### config.mk
export PLATFORM = sky130hd
export DESIGN_NAME = fdc_bus_sched
export DESIGN_NICKNAME = d
export VERILOG_FILES = /design/src/rtl/fdc_bus_pkg.sv /design/src/rtl/fdc_phase_ctr.sv /design/src/rtl/fdc_bus_sched.sv
export SDC_FILE = /design/constraint.sdc
export NUM_CORES = 1
export LEC_CHECK = 0
export BUFFER_PORTS_ARGS = -buffer_cell sky130_fd_sc_hd__buf_2
export CAP_MARGIN = 25
export CORE_MARGIN = 2
export CORE_UTILIZATION = 48
export CTS_BUF_LIST = sky130_fd_sc_hd__clkbuf_16
export DETAILED_ROUTE_END_ITERATION = 6
export GPL_TIMING_DRIVEN = 0
export PLACE_DENSITY = 0.89
export RECOVER_POWER = 100
export SYNTH_ARGS = -nofsm -noshare
export SYNTH_HDL_FRONTEND = slang
export SYNTH_SLANG_ARGS = --single-unit
### constraint.sdc
create_clock -name clk -period 2.3 [get_ports clk]
set_input_delay 0.46 -clock clk [delete_from_list [all_inputs] [get_ports clk]]
set_output_delay 0.46 -clock clk [all_outputs]
set_load 0.05 [all_outputs]
### src/rtl/fdc_bus_pkg.sv
// rtl/fdc_bus_pkg.sv - shared FSM state type and bus-cycle phase constants for fdc_bus_sched
package fdc_bus_pkg;

    typedef enum logic [1:0] {
        ST_IDLE   = 2'd0,
        ST_SETUP  = 2'd1,
        ST_STROBE = 2'd2,
        ST_HOLD   = 2'd3
    } fdc_state_t;

    localparam logic [2:0] PH_SETUP  = 3'd0;
    localparam logic [2:0] PH_STROBE = 3'd2;
    localparam logic [2:0] PH_SAMPLE = 3'd5;
    localparam logic [2:0] PH_ACK    = 3'd6;
    localparam logic [2:0] PH_ARB    = 3'd7;

endpackage

### src/rtl/fdc_phase_ctr.sv
// rtl/fdc_phase_ctr.sv - free-running 3-bit bus-cycle phase counter (8 clks per bus period)
module fdc_phase_ctr
    import fdc_bus_pkg::*;
(
    input  logic       clk,
    input  logic       rst,
    output logic [2:0] phase
);

    // Count 0..7 and wrap; reset restarts the period at the setup phase.
    always_ff @(posedge clk) begin
        if (rst) begin
            phase <= PH_SETUP;
        end else begin
            phase <= phase + 3'd1;
        end
    end

endmodule

### src/rtl/fdc_bus_sched.sv
// rtl/fdc_bus_sched.sv - CPU/DMA bus scheduler for the FDC register port; FDC_SCHED_RR_EN enables round-robin arbitration
module fdc_bus_sched
    import fdc_bus_pkg::*;
#(
    parameter int ADDR_W = 2,
    parameter int DATA_W = 8
) (
    input  logic              clk,
    input  logic              rst,
    input  logic              cpu_req,
    input  logic              cpu_we,
    input  logic [ADDR_W-1:0] cpu_addr,
    input  logic [DATA_W-1:0] cpu_wdata,
    output logic              cpu_ack,
    output logic [DATA_W-1:0] cpu_rdata,
    input  logic              dma_req,
    input  logic              dma_we,
    input  logic [ADDR_W-1:0] dma_addr,
    input  logic [DATA_W-1:0] dma_wdata,
    output logic              dma_ack,
    output logic [DATA_W-1:0] dma_rdata,
    output logic [ADDR_W-1:0] fdc_addr,
    output logic [DATA_W-1:0] fdc_wdata,
    input  logic [DATA_W-1:0] fdc_rdata,
    output logic              fdc_cs_n,
    output logic              fdc_rd_n,
    output logic              fdc_wr_n,
    output logic [2:0]        phase
);

    fdc_state_t        state;
    logic              gnt_dma;
    logic              gnt_we;
    logic              pick_cpu;
    logic              sel_we;
    logic [ADDR_W-1:0] sel_addr;
    logic [DATA_W-1:0] sel_wdata;

    fdc_phase_ctr u_phase_ctr (
        .clk   (clk),
        .rst   (rst),
        .phase (phase)
    );

`ifdef FDC_SCHED_RR_EN
    // 1 when DMA held the bus most recently; breaks ties in favour of the other side.
    logic last_grant_dma;
    assign pick_cpu = cpu_req && (!dma_req || last_grant_dma);
`else
    // CPU has fixed priority; DMA only wins when the CPU is not asking.
    assign pick_cpu = cpu_req;
`endif

    // Winner's request fields, sampled only at the arbitration phase.
    always_comb begin
        sel_we    = pick_cpu ? cpu_we    : dma_we;
        sel_addr  = pick_cpu ? cpu_addr  : dma_addr;
        sel_wdata = pick_cpu ? cpu_wdata : dma_wdata;
    end

    // Bus-cycle FSM: all strobes, bus drives, acks and read data are registered here.
    always_ff @(posedge clk) begin
        if (rst) begin
            state     <= ST_IDLE;
            gnt_dma   <= 1'b0;
            gnt_we    <= 1'b0;
            fdc_cs_n  <= 1'b1;
            fdc_rd_n  <= 1'b1;
            fdc_wr_n  <= 1'b1;
            fdc_addr  <= '0;
            fdc_wdata <= '0;
            cpu_ack   <= 1'b0;
            dma_ack   <= 1'b0;
            cpu_rdata <= '0;
            dma_rdata <= '0;
`ifdef FDC_SCHED_RR_EN
            last_grant_dma <= 1'b1;
`endif
        end else begin
            cpu_ack <= 1'b0;
            dma_ack <= 1'b0;
            case (state)
                ST_IDLE: begin
                    if (phase == PH_ARB && (cpu_req || dma_req)) begin
                        state     <= ST_SETUP;
                        gnt_dma   <= !pick_cpu;
                        gnt_we    <= sel_we;
                        fdc_cs_n  <= 1'b0;
                        fdc_addr  <= sel_addr;
                        fdc_wdata <= sel_we ? sel_wdata : '0;
`ifdef FDC_SCHED_RR_EN
                        last_grant_dma <= !pick_cpu;
`endif
                    end
                end
                ST_SETUP: begin
                    if (phase == PH_STROBE - 3'd1) begin
                        state    <= ST_STROBE;
                        fdc_rd_n <= gnt_we;
                        fdc_wr_n <= !gnt_we;
                    end
                end
                ST_STROBE: begin
                    if (phase == PH_SAMPLE) begin
                        state    <= ST_HOLD;
                        fdc_rd_n <= 1'b1;
                        fdc_wr_n <= 1'b1;
                        cpu_ack  <= !gnt_dma;
                        dma_ack  <= gnt_dma;
                        if (!gnt_we && !gnt_dma) cpu_rdata <= fdc_rdata;
                        if (!gnt_we && gnt_dma)  dma_rdata <= fdc_rdata;
                    end
                end
                ST_HOLD: begin
                    if (phase == PH_ACK) begin
                        state     <= ST_IDLE;
                        fdc_cs_n  <= 1'b1;
                        fdc_addr  <= '0;
                        fdc_wdata <= '0;
                    end
                end
                default: begin
                    state <= ST_IDLE;
                end
            endcase
        end
    end

endmodule
Word-level counts from Yosys, hierarchy flattened

Index checks and enable logic that the tools add are counted.

Word-level logic and storage cells: 66
Latch bits: 0
Memories kept: 0
Register bits: 38
Bits in writable memories: 0
Memory bits (read-only): 0
Output and inout bits: 34
Input port bits: 34

Multipliers: 0
Multiplexer cells: 22
Div/mod/pow operators: 0
Bitwise gates (word level): 2
Magnitude comparators: 0
Reduce and logical (&&, ||, !) cells: 17
Add/sub/neg operators: 1
Shift-type cells: 0
Equality and inequality tests: 11

Operators by type and width:

| cell                                                             | count |
|---|---|
| 8-bit two-way mux                                                | 4 |
| 8-bit one-hot mux with 2 select lines                            | 1 |
| 2-bit two-way mux                                                | 6 |
| 3-bit AND reduction                                              | 4 |
| 3-bit == test (second input constant)                            | 3 |
| 2-bit != test (second input constant)                            | 4 |
| 2-bit one-hot mux with 4 select lines                            | 1 |
| 1-bit two-way mux                                                | 6 |
| 1-bit one-hot mux with 2 select lines                            | 3 |
| 2-bit == test (second input constant)                            | 2 |
| 2-bit one-hot mux with 2 select lines                            | 1 |
| 4-bit AND reduction                                              | 1 |
| 2-bit nonzero test                                               | 2 |
| 3-bit by 1-bit adder with 3-bit output (second input constant)   | 1 |
| 3-bit by 1-bit == test with 1-bit output (second input constant) | 1 |
| 1-bit logical AND                                                | 3 |
| 1-bit zero test                                                  | 3 |
| 3-bit OR reduction                                               | 1 |
| 2-bit by 1-bit == test with 1-bit output (second input constant) | 1 |
| 2-bit zero test                                                  | 1 |
| 1-bit inverter                                                   | 2 |
| 2-bit AND reduction                                              | 1 |
| 1-bit logical OR                                                 | 1 |

Logic depth before layout (Yosys ltp)

Gate-level depths: netlist of the first run.

Word-level depth: 4
Mapped depth: 8
Gate-level depth less buffers: 6

Cells and area by module

From an unflattened synthesis of the first run, not the netlist that was laid out.

Cell total of the unflattened synthesis: 159
Area, all modules: 1,634.1 um2

Modules (own cells, without submodules):

| module        | area each (um2) | sequential area each (um2) | times used | cells each |
|---|---|---|---|---|
| fdc_bus_sched | 1,539.0         | 700.7                      | 1          | 151 |
| fdc_phase_ctr | 95.1            | 60.1                       | 1          | 8 |

Least setup slack after synthesis of the first run

Ideal clock, no wire load.

Path type: register -> register
Start: register u_phase_ctr.phase[0]
End: register dma_rdata[0]
Library setup time: 0.128 ns
Path buffers: 1
Data arrival time: 1.818 ns
Required time: 2.172 ns
Cell stages (with the launch flop): 7
Clock period less this slack: 1.945 ns
Setup slack: 0.355 ns
Path through: dfxtp_1 ha_1 nand3_4 or3b_1 buf_6 mux2i_1 nor2_1

Word-level cells in the longest chain between the ends: 2

RTL lines:

| element                       | RTL line             | RTL |
|---|---|---|
| start: declaration            | fdc_phase_ctr.sv:7   | `output logic [2:0] phase` |
| start signal: assignment      | fdc_phase_ctr.sv:15  | `phase <= phase + 3'd1;` |
| 3-bit == test                 | fdc_bus_sched.sv:104 | `if (phase == PH_SAMPLE) begin` |
| 3-bit AND reduction (no line) | --                   |  |
| end signal: assignment        | fdc_bus_sched.sv:111 | `if (!gnt_we && gnt_dma) dma_rdata <= fdc_rdata;` |
| end: declaration              | fdc_bus_sched.sv:21  | `output logic [DATA_W-1:0] dma_rdata,` |

Every way passes these cells.
A chain may end at the register's enable or synchronous reset.

Final worst setup path of the first run

Start: register state[0]
End: register dma_rdata[3]

Word-level cells in the longest chain between the ends: 2

RTL lines:

| element                       | RTL line            | RTL |
|---|---|---|
| start: declaration            | fdc_bus_sched.sv:31 | `fdc_state_t state;` |
| start signal: assignment      | fdc_bus_sched.sv:64 | `state <= ST_IDLE;` |
| start signal: assignment      | fdc_bus_sched.sv:85 | `state <= ST_SETUP;` |
| start signal: assignment      | fdc_bus_sched.sv:98 | `state <= ST_STROBE;` |
| 2-bit == test                 | fdc_bus_sched.sv:82 | `case (state)` |
| 3-bit AND reduction (no line) | --                  |  |

Every way passes these cells.

==> metrics.md, run 1 <==
| Metric | Value |
|---|---|
| Setup TNS | `0 ns` |
| PortBufs | `67` |
| Final Setup Violations | `0` |
| Initial antenna violation count | `0` |
| Post-Synthesis Cells | `between 150 and 200` |
| Post-route ant nets | `0` |
| Post-Syn Area | `~1700 µm²` |
| Area contributors post-synth | `dfxtp_1, mux2i_1, nor2_1` |
| CTS tree | `done` |
| Root buffer cell | `clkbuf_16` |
| Cts repair resizes | `0` |
| Post-synth EDFFs | `0` |
| Grt met1 use | `between 20% and 30%` |
| Worst skew pair latency | `0.27 ns` |
| Top-count cell post-synth | `dfxtp_1` |
| Max-cap viol count | `0` |
| Final worst path period need | `about 1.9 ns` |
| Overall global routing resource usage | `between 10% and 20%` |
| Maximum vdd ir drop | `between 400 and 500 µV` |
| DP HPWL | `between 2000 and 3000 µm` |
| Met3 usage | `5.28%` |
| Fillcell total | `about 300` |
| Wire per inst | `12.4 µm` |
| Postcts setup bufs | `0` |
| Reg area | `761 µm²` |
| CTS buffer count | `5` |
| Std cell rows | `21` |
| Final period util | `84.7%` |
| Total Nets Final | `~290` |
| Via/cell ratio | `a little over 5` |
| CTS Hold Bufs | `0` |
| Placement Setup Slack | `0.444 ns` |
| Total Die Area | `between 4000 and 5000 µm²` |
| Crit-path cells | `inv_1 -> ha_1 -> clkbuf_1 -> nand3_4 -> or3b_1 -> buf_6 -> mux2i_1 -> nor2_1` |
| #FFs+latches synth | `38` |
| Critical path class | `register to register` |
| Synth cell types | `32` |
| Pin count of the biggest net entering global routing | `12` |
| Multi-input gate area | `883 µm²` |
| Total number of vias | `roughly 1500` |
| Fmax | `a little over 0.5 GHz` |
| CP delay by family, top | `simple AND/OR/NAND/NOR gates` |
| Leakage | `about 0.94 nW` |
| Average size of a mapped cell | `just under 10 µm²` |
| Unrepaired setup endpoints after global routing | `false` |
| Inserted Diodes | `0` |
| Top-area cell type share of the netlist area | `about 44%` |
| Slowest-stage cell, CP | `or3b_1` |
| Relative slew margins | `between 50% and 60%` |
| Htree depth | `2` |
| Fin Hold WS | `around 0.45 ns` |
| Initial DRC count | `between 80 and 90` |
| Clock transition at path regs | `approximately 0.050 ns` |
| Placer congestion estimate | `~0.81` |
| WP data arrival | `between 2 and 2.5 ns` |
| Top_reg_cell synth | `dfxtp_1` |
| Area leader, netlist | `dfxtp_1` |
| Crit path launch type | `register` |
| Post-synth top cells | `dfxtp_1, nor2_1, mux2i_1` |
| M2 GR Usage | `35.3%` |
| Post-synth ARST share | `0%` |
| Clock Sinks | `38` |
| Register area share after synthesis | `44.3%` |
| Slew Viols, Final | `0` |
| Worst Tran Pin Value | `around 0.62 ns` |
| Vias in the first global route | `approximately 1500` |
| Finished Layout Cells | `slightly below 300` |
| DRC | `0` |
| CP bufs+invs | `3` |
| Yosys Warn Count | `0` |
| Share of layout cells above drive strength 1 | `a little under a fifth` |
| I/O pin total | `between 60 and 70` |
| Power density cells | `877 nW/µm²` |
| Global-route wire length before repair | `between 6000 and 7000 µm` |
| Core area | `approximately 3400 µm²` |
| Crit path capture type | `register` |
| P&R area growth vs syn | `29.5%` |
| Status | `completed` |
| Hold WC Path Type | `input port to register` |
| Starting Density | `between 50% and 60%` |
| Final hold vios | `0` |
| Clock buffer depth | `2` |
| Die span in y | `63.8 µm` |
| CP required | `approximately 2.5 ns` |
| Gr ovfl total | `0` |
| Post-Synthesis Net Count | `approximately 220` |
| Die width | `~64 µm` |
| Post-Route WL | `3670 µm` |
| GRT busiest layer | `met2` |
| TritonRoute pass-1 iters | `4` |
| Slowest Stage Delay on Critical Path | `about 0.42 ns` |
| Setup WS post-layout | `around 0.35 ns` |
| Final Skew | `roughly 0.0044 ns` |
| Post-placement cell count | `just under 300` |
| Crit path max fanout | `8` |
## worst min-delay path, cell delays in order
cell     delay [ns]
buf_2          0.09
mux2i_1        0.06
nor2_1         0.07
## layout make-up
class / count / share of cell area (%)
Buffer: 10 / 2.36
Clock buffer: 5 / 5.63
Clock inverter: 2 / 1.52
Inverter: 5 / 0.844
Multi-Input combinational cell: 124 / 39.7
Sequential cell: 38 / 34.2
Tap cell: 46 / 2.59
Timing Repair Buffer: 67 / 13.1
## where the power goes
part | leakage, nW | total [mW] | internal (mW) | switching (mW)
registers | 0.307 | 0.743 | 0.707 | 0.0366
clock network | 0.0773 | 0.729 | 0.500 | 0.228
logic | 0.559 | 0.478 | 0.158 | 0.320
total | 0.943 | 1.95 | 1.36 | 0.585
## cell families (layout without fill, tap and decap cells)
logic type	after synthesis	after routing	synth area share [%]
AND/OR/NAND/NOR	63	63	19.8
AO/OA/AOI/OAI	32	32	13.6
flip-flops	38	38	44.3
buffers and inverters	15	89	4.23
multiplexers	21	21	12.2
adder cells (fa/ha/maj)	8	8	5.83
## final timing paths
kind	to	slack (ns)	cells past startpoint	from
worst max-delay path	dma_rdata[3]	0.35	8	state[0]
worst min-delay path	dma_rdata[1]	0.45	3	fdc_rdata[1]
worst max register to register	dma_rdata[3]	0.35	8	state[0]
worst min register to register	fdc_wdata[4]	0.47	2	fdc_wdata[4]
## layer usage
metal	vias up	part of all wire, %
li1	757	-
met1	694	41
met2	50	51
met3	8	5.6
met4	0	2.4
met5	-	0
## cell usage in the layout (no fill, tap or decap)
cell	count
clkbuf_16	5
ha_1	8
o21bai_1	2
a211oi_4	1
a21boi_2	1
o21ai_2	1
nor2_1	30
mux2i_1	21
or3b_1	1
and3b_1	1
bufinv_16	1
nor3_1	2
dfxtp_1	38
or3_1	1
nand2_1	1
inv_1	5
o21ai_0	11
and2_2	1
nand3b_1	1
a221o_1	1
nor2b_1	3
nand3_4	1
nand2b_1	8
clkbuf_1	43
a21o_2	1
nand3_1	8
nor3_4	1
a21oi_1	4
clkinv_1	1
buf_6	2
buf_2	32
nor3b_1	3
a22o_1	8
a211oi_1	2
and2b_2	1
## flip-flops by register name, summed over array words and instances (netlist names)
signal	count
gnt_we	1
cpu_ack	1
gnt_dma	1
fdc_wr_n	1
fdc_addr	2
fdc_cs_n	1
dma_ack	1
cpu_rdata	8
state	2
fdc_wdata	8
fdc_rd_n	1
u_phase_ctr.phase	3
dma_rdata	8
## per-stage QoR
step	utilization [%]	total power, mW	instance area (µm²)
after global placement	62.2	1.23	2110
final	65.6	1.95	2220
after floorplan	-	1.12	1720
after detailed placement	62.2	1.24	2110
after CTS	66.9	1.97	2270
after global routing	65.6	2.03	2220
(Power assumes the default switching activity.)
==> run 2, diff against run 1 <==
==> constraint.sdc (replaced) <==
create_clock -name clk -period 1.95 [get_ports clk]
set_input_delay 0.39 -clock clk [delete_from_list [all_inputs] [get_ports clk]]
set_output_delay 0.39 -clock clk [all_outputs]
set_load 0.05 [all_outputs]
==> run 2 against run 1 <==
Net effect:
- first-iteration DRC count decreased by 9.0%
- combinational power increased by 30%
- fmax increased by 9.0%
- largest cell class unchanged
- critical path depth unchanged
- non-clock buffer count increased by 2
- sequential share of layout area decreased by 0.47 points
- sequential power increased by 18%
- cell area increased by 1.4%
- total power increased by 21%
- core utilization increased by 0.92 points
- final cell count increased by 0.67%
- sequential cell count unchanged
==> metrics.md, run 2 (synthesized netlist as in run 1, its figures left out) <==
| Metric | Value |
|---|---|
| Status | `completed` |
| Die width | `between 60 and 70 µm` |
| I/O pin total | `~70` |
| Clock Sinks | `38` |
| Final worst path period need | `around 1.8 ns` |
| Total Nets Final | `approximately 300` |
| Final Skew | `about 0.0045 ns` |
| Crit path capture type | `register` |
| Reg area | `about 760 µm²` |
| Overall global routing resource usage | `between 15 and 20%` |
| Final hold vios | `0` |
| Relative slew margins | `approximately three fifths` |
| Fillcell total | `approximately 300` |
| WP data arrival | `between 1.5 and 2 ns` |
| Starting Density | `~50%` |
| Worst skew pair latency | `between 0.2 and 0.3 ns` |
| Commonest non-fill, non-tap cells in the layout | `clkbuf_1, dfxtp_1, buf_2, nor2_1, mux2i_1` |
| Share of layout cells above drive strength 1 | `20.2%` |
| Root buffer cell | `clkbuf_16` |
| CTS Hold Bufs | `0` |
| Post-Route WL | `around 3700 µm` |
| Finished Layout Cells | `approximately 300` |
| Placer congestion estimate | `about 0.8` |
| Final period util | `91.7%` |
| Fmax | `between 0.5 and 0.6 GHz` |
| Crit path launch type | `register` |
| Via/cell ratio | `5.06` |
| Leakage | `0.961 nW` |
| Slew Viols, Final | `0` |
| Vias in the first global route | `1509` |
| Final Setup Violations | `0` |
| Htree depth | `2` |
| Maximum vdd ir drop | `around 590 µV` |
| Commonest non-fill, non-tap cell in the layout | `clkbuf_1` |
| PortBufs | `67` |
| Largest regs | `cpu_rdata (8), dma_rdata (8), fdc_wdata (8)` |
| Gr ovfl total | `0` |
| Multi-input gate area | `about 880 µm²` |
| P&R area growth vs syn | `31.3%` |
| Post-route ant nets | `0` |
| Die span in y | `about 64 µm` |
| Std cell rows | `21` |
| DRC | `0` |
| CP required | `2.10 ns` |
| Post-placement cell count | `290` |
| Hold WC Path Type | `input port to register` |
| Core area | `about 3400 µm²` |
| Max-cap viol count | `0` |
| Total number of vias | `roughly 1500` |
| Pin count of the biggest net entering global routing | `12` |
| Power density cells | `about 1000 nW/µm²` |
| DP HPWL | `approximately 2900 µm` |
| Clock buffer depth | `2` |
| CTS buffer count | `5` |
| Worst Tran Pin Value | `between 0.6 and 0.7 ns` |
| Wire per inst | `approximately 12 µm` |
| Clock transition at path regs | `0.05 ns` |
| Initial antenna violation count | `0` |
| Total Die Area | `approximately 4100 µm²` |
| Global-route wire length before repair | `about 6300 µm` |
| Initial DRC count | `just over 80` |
| TritonRoute pass-1 iters | `4` |
| Setup TNS | `0 ns` |
| Pwr Total | `~2.4 mW` |
| Critical path class | `register to register` |
| Inserted Diodes | `0` |
| CTS tree | `done` |
| Crit path max fanout | `8` |
run 2: cell types whose count changed in the layout (fill, tap and decap cells not counted):
cell,before,now
buf_12,0,1
buf_4,0,1
clkbuf_1,43,42
clkbuf_4,0,1
run 2: layout make-up:
cell class / count / share of cell area [%]
multi-input combinational: 124 / 39.2
sequential: 38 / 33.7
timing repair buffer: 69 / 14.2
clock buffer: 5 / 5.55
tap: 46 / 2.55
buffer: 10 / 2.50
clock inverter: 2 / 1.50
inverter: 5 / 0.832
run 2: where the power goes:
group	internal (mW)	total (mW)	switching, mW
clock	0.590	0.858	0.268
sequential	0.834	0.877	0.0430
combinational	0.233	0.623	0.391
run 2: critical path, cell delays in order, from the launching register on:
cell,delay [ns]
dfxtp_1,0.34
inv_1,0.09
ha_1,0.14
clkbuf_4,0.18
nand3_4,0.10
or3b_1,0.42
buf_6,0.17
mux2i_1,0.18
nor2_1,0.05
run 2: worst paths after layout:
kind                              startpoint            to  slack, ns  cells after the start
worst max-delay path                state[0]  dma_rdata[3]       0.16                      8
worst min-delay path            fdc_rdata[1]  dma_rdata[1]       0.38                      3
worst max register to register      state[0]  dma_rdata[3]       0.16                      8
worst min register to register  fdc_wdata[4]  fdc_wdata[4]       0.47                      2
run 2: layer usage:
layer / GRT usage [%] / part of all wire [%] / wire length (µm)
met4: 8.70 / 2.7 / 99
met3: 5.28 / 5.3 / 196
met1: 20.6 / 41 / 1510
met2: 35.3 / 51 / 1890
met5: 0 / 0 / 0
run 2: stage by stage:
step                instance area, µm²  utilization (%)  worst slack [ns]  hold WS, ns
floorplan                         1720                -           0.00477        0.484
global placement                  2110             62.2             0.177        0.456
detailed placement                2110             62.2            0.0943        0.471
CTS                               2270             66.9            0.0831        0.371
global route                      2250             66.5          -0.00418        0.384
finish                            2250             66.5             0.162        0.375
run 2: what timing repair did:
action / 4_1_cts / 5_1_grt
resized for setup: 0 / 2
endpoints found under the setup margin: 0 / 12
setup buffers: 0 / 2
==> run 3, diff against run 2 <==
--- a/config.mk
+++ b/config.mk
@@ -8,11 +8,11 @@
 export BUFFER_PORTS_ARGS = -buffer_cell sky130_fd_sc_hd__buf_2
 export CAP_MARGIN = 25
 export CORE_MARGIN = 2
-export CORE_UTILIZATION = 48
+export CORE_UTILIZATION = 51
 export CTS_BUF_LIST = sky130_fd_sc_hd__clkbuf_16
 export DETAILED_ROUTE_END_ITERATION = 6
 export GPL_TIMING_DRIVEN = 0
-export PLACE_DENSITY = 0.89
+export PLACE_DENSITY = 0.93
 export RECOVER_POWER = 100
 export SYNTH_ARGS = -nofsm -noshare
 export SYNTH_HDL_FRONTEND = slang
==> constraint.sdc (replaced) <==
create_clock -name clk -period 2.3 [get_ports clk]
set_input_delay 0.46 -clock clk [delete_from_list [all_inputs] [get_ports clk]]
set_output_delay 0.46 -clock clk [all_outputs]
set_load 0.05 [all_outputs]
==> run 3 against run 2 <==
Net effect:
- register-to-register slack gained 0.20 ns
- core utilization grew 0.41 points
- die area down 5.5%
- final cell count fell by 0.33%
- first-iteration DRC count shrank 11%
- sequential cell count stayed put
- critical endpoint is now dma_rdata[1]
- routed wire length is 2.1% lower
- non-clock buffer count down 2
- highest routed layer unchanged
- sequential power shrank 16%
- total power down 21%
- via count shrank 2.5%
==> metrics.md, run 3 (synthesized netlist as in run 1, its figures left out) <==
| Metric | Value |
|---|---|
| Worst skew pair latency | `approximately 0.28 ns` |
| Maximum vdd ir drop | `about 600 µV` |
| Htree depth | `2` |
| Commonest non-fill, non-tap cells in the layout | `clkbuf_1, dfxtp_1, buf_2, nor2_1, mux2i_1` |
| Final worst path period need | `1.94 ns` |
| Grt met1 use | `between 20% and 30%` |
| CTS buffer count | `5` |
| Cts repair resizes | `0` |
| Starting Density | `a little over half` |
| Crit path max fanout | `8` |
| Placer congestion estimate | `a little under 0.9` |
| P_sw | `slightly above 600 µW` |
| Share of layout cells above drive strength 1 | `approximately a fifth` |
| Post-Route WL | `between 3000 and 4000 µm` |
| PortBufs | `between 60 and 70` |
| Worst Tran Pin Value | `approximately 0.70 ns` |
| M2 GR Usage | `between 30% and 40%` |
| Post-placement cell count | `290` |
| Largest regs | `cpu_rdata (8), dma_rdata (8), fdc_wdata (8)` |
| Gr ovfl total | `0` |
| Initial DRC count | `slightly above 70` |
| Relative slew margins | `between 50% and 60%` |
| Fmax | `just over 0.5 GHz` |
| Hold WC Path Type | `input port to register` |
| Postcts setup bufs | `0` |
| Clock share of power | `between 30% and 40%` |
| Met3 usage | `about 7.7%` |
| Wire per inst | `between 10 and 15 µm` |
| Max-cap viol count | `0` |
| I/O pin total | `~70` |
| Die width | `just over 60 µm` |
| Internal | `1.25 mW` |
| CTS tree | `done` |
| Setup TNS | `0 ns` |
| Global-route wire length before repair | `about 5600 µm` |
| DRC | `0` |
| WP data arrival | `around 2.1 ns` |
| GRT busiest layer | `met2` |
| CP required | `between 2 and 2.5 ns` |
| Finished Layout Cells | `a little under 300` |
| Unrepaired setup endpoints after global routing | `false` |
| Dpl cell area | `2110 µm²` |
| Pin count of the biggest net entering global routing | `13` |
| Total Nets Final | `between 200 and 300` |
| Sw frac | `32.7%` |
| Crit path capture type | `register` |
| Power density cells | `around 850 nW/µm²` |
| Clock transition at path regs | `approximately 0.06 ns` |
| CTS Hold Bufs | `0` |
| Post-route cell area | `2200 µm²` |
| Via/cell ratio | `roughly 4.9` |
| Die span in y | `about 62 µm` |
| Total number of vias | `1474` |
| Crit path launch type | `register` |
| Root buffer cell | `clkbuf_16` |
| Overall global routing resource usage | `between 20% and 30%` |
| Core area | `roughly 3300 µm²` |
| Std cell rows | `21` |
| Gate power share | `25.1%` |
| P&R area growth vs syn | `28.1%` |
| Total Die Area | `approximately 3800 µm²` |
| Slew Viols, Final | `0` |
| Commonest non-fill, non-tap cell in the layout | `clkbuf_1` |
| Leakage | `between 0.9 and 1 nW` |
| Post-route ant nets | `0` |
| Final Skew | `0.00569 ns` |
| Critical path class | `register to register` |
| Final hold vios | `0` |
| Clock buffer depth | `2` |
| Seq pwr share | `between 30% and 40%` |
| Status | `completed` |
| DP HPWL | `~2700 µm` |
| Vias in the first global route | `around 1300` |
| Initial antenna violation count | `0` |
| Final Setup Violations | `0` |
| Inserted Diodes | `0` |
| Clock Sinks | `38` |
| TritonRoute pass-1 iters | `4` |
| Final period util | `between 80 and 90%` |
## run 3: cell types whose count changed in the layout (fill, tap and decap cells not counted), sizes merged
cell	delta
clkinv	+1
clkinvlp	+1
bufinv	-1
buf	-2
## run 3: metal layers
metal,vias to the layer above,share of wire (%)
li1,757,-
met1,664,42
met2,47,49
met3,6,6.5
met4,0,1.9
met5,-,0
## run 3: power by group through the flow
| stage | Sequential, mW | Clock [mW] | Combinational [mW] |
|---|---|---|---|
| 2_1_floorplan | 0.882 | 0 | 0.239 |
| 3_3_place_gp | 0.752 | 0 | 0.474 |
| 3_5_place_dp | 0.753 | 0 | 0.489 |
| 4_1_cts | 0.739 | 0.665 | 0.493 |
| 5_1_grt | 0.746 | 0.693 | 0.511 |
| 6_report | 0.740 | 0.654 | 0.467 |
## run 3: stage by stage
step | power (mW) | setup slack [ns] | utilization, % | hold slack [ns]
floorplan | 1.12 | 0.355 | - | 0.484
global placement | 1.23 | 0.543 | 64.2 | 0.455
detailed placement | 1.24 | 0.479 | 64.2 | 0.459
CTS | 1.90 | 0.472 | 68.5 | 0.425
global route | 1.95 | 0.207 | 66.9 | 0.444
finish | 1.86 | 0.361 | 66.9 | 0.427
## run 3: area by class of cell
cell class	instances	area, µm²
sequential	38	761
clock inverter	3	16.3
clock buffer	5	125
buffer	10	52.6
tap	46	57.6
fill	293	1090
timing repair buffer	67	292
inverter	5	18.8
multi-input combinational	124	876
## run 3: critical path, stage by stage, from the launching register on
cell and delay (ns):
dfxtp_1 0.34, inv_1 0.09, ha_1 0.14, clkbuf_1 0.31, nand3_4 0.14, or3b_1 0.42, buf_6 0.16, mux2i_1 0.16
nor2_1 0.06
## run 3: final timing paths
path,endpoint,start,depth (start not counted),slack (ns)
hold / removal,dma_rdata[7],fdc_rdata[7],3,0.43
setup reg to reg,dma_rdata[1],state[0],8,0.36
hold reg to reg,fdc_wdata[6],fdc_wdata[6],2,0.47
setup / recovery,dma_rdata[1],state[0],8,0.36
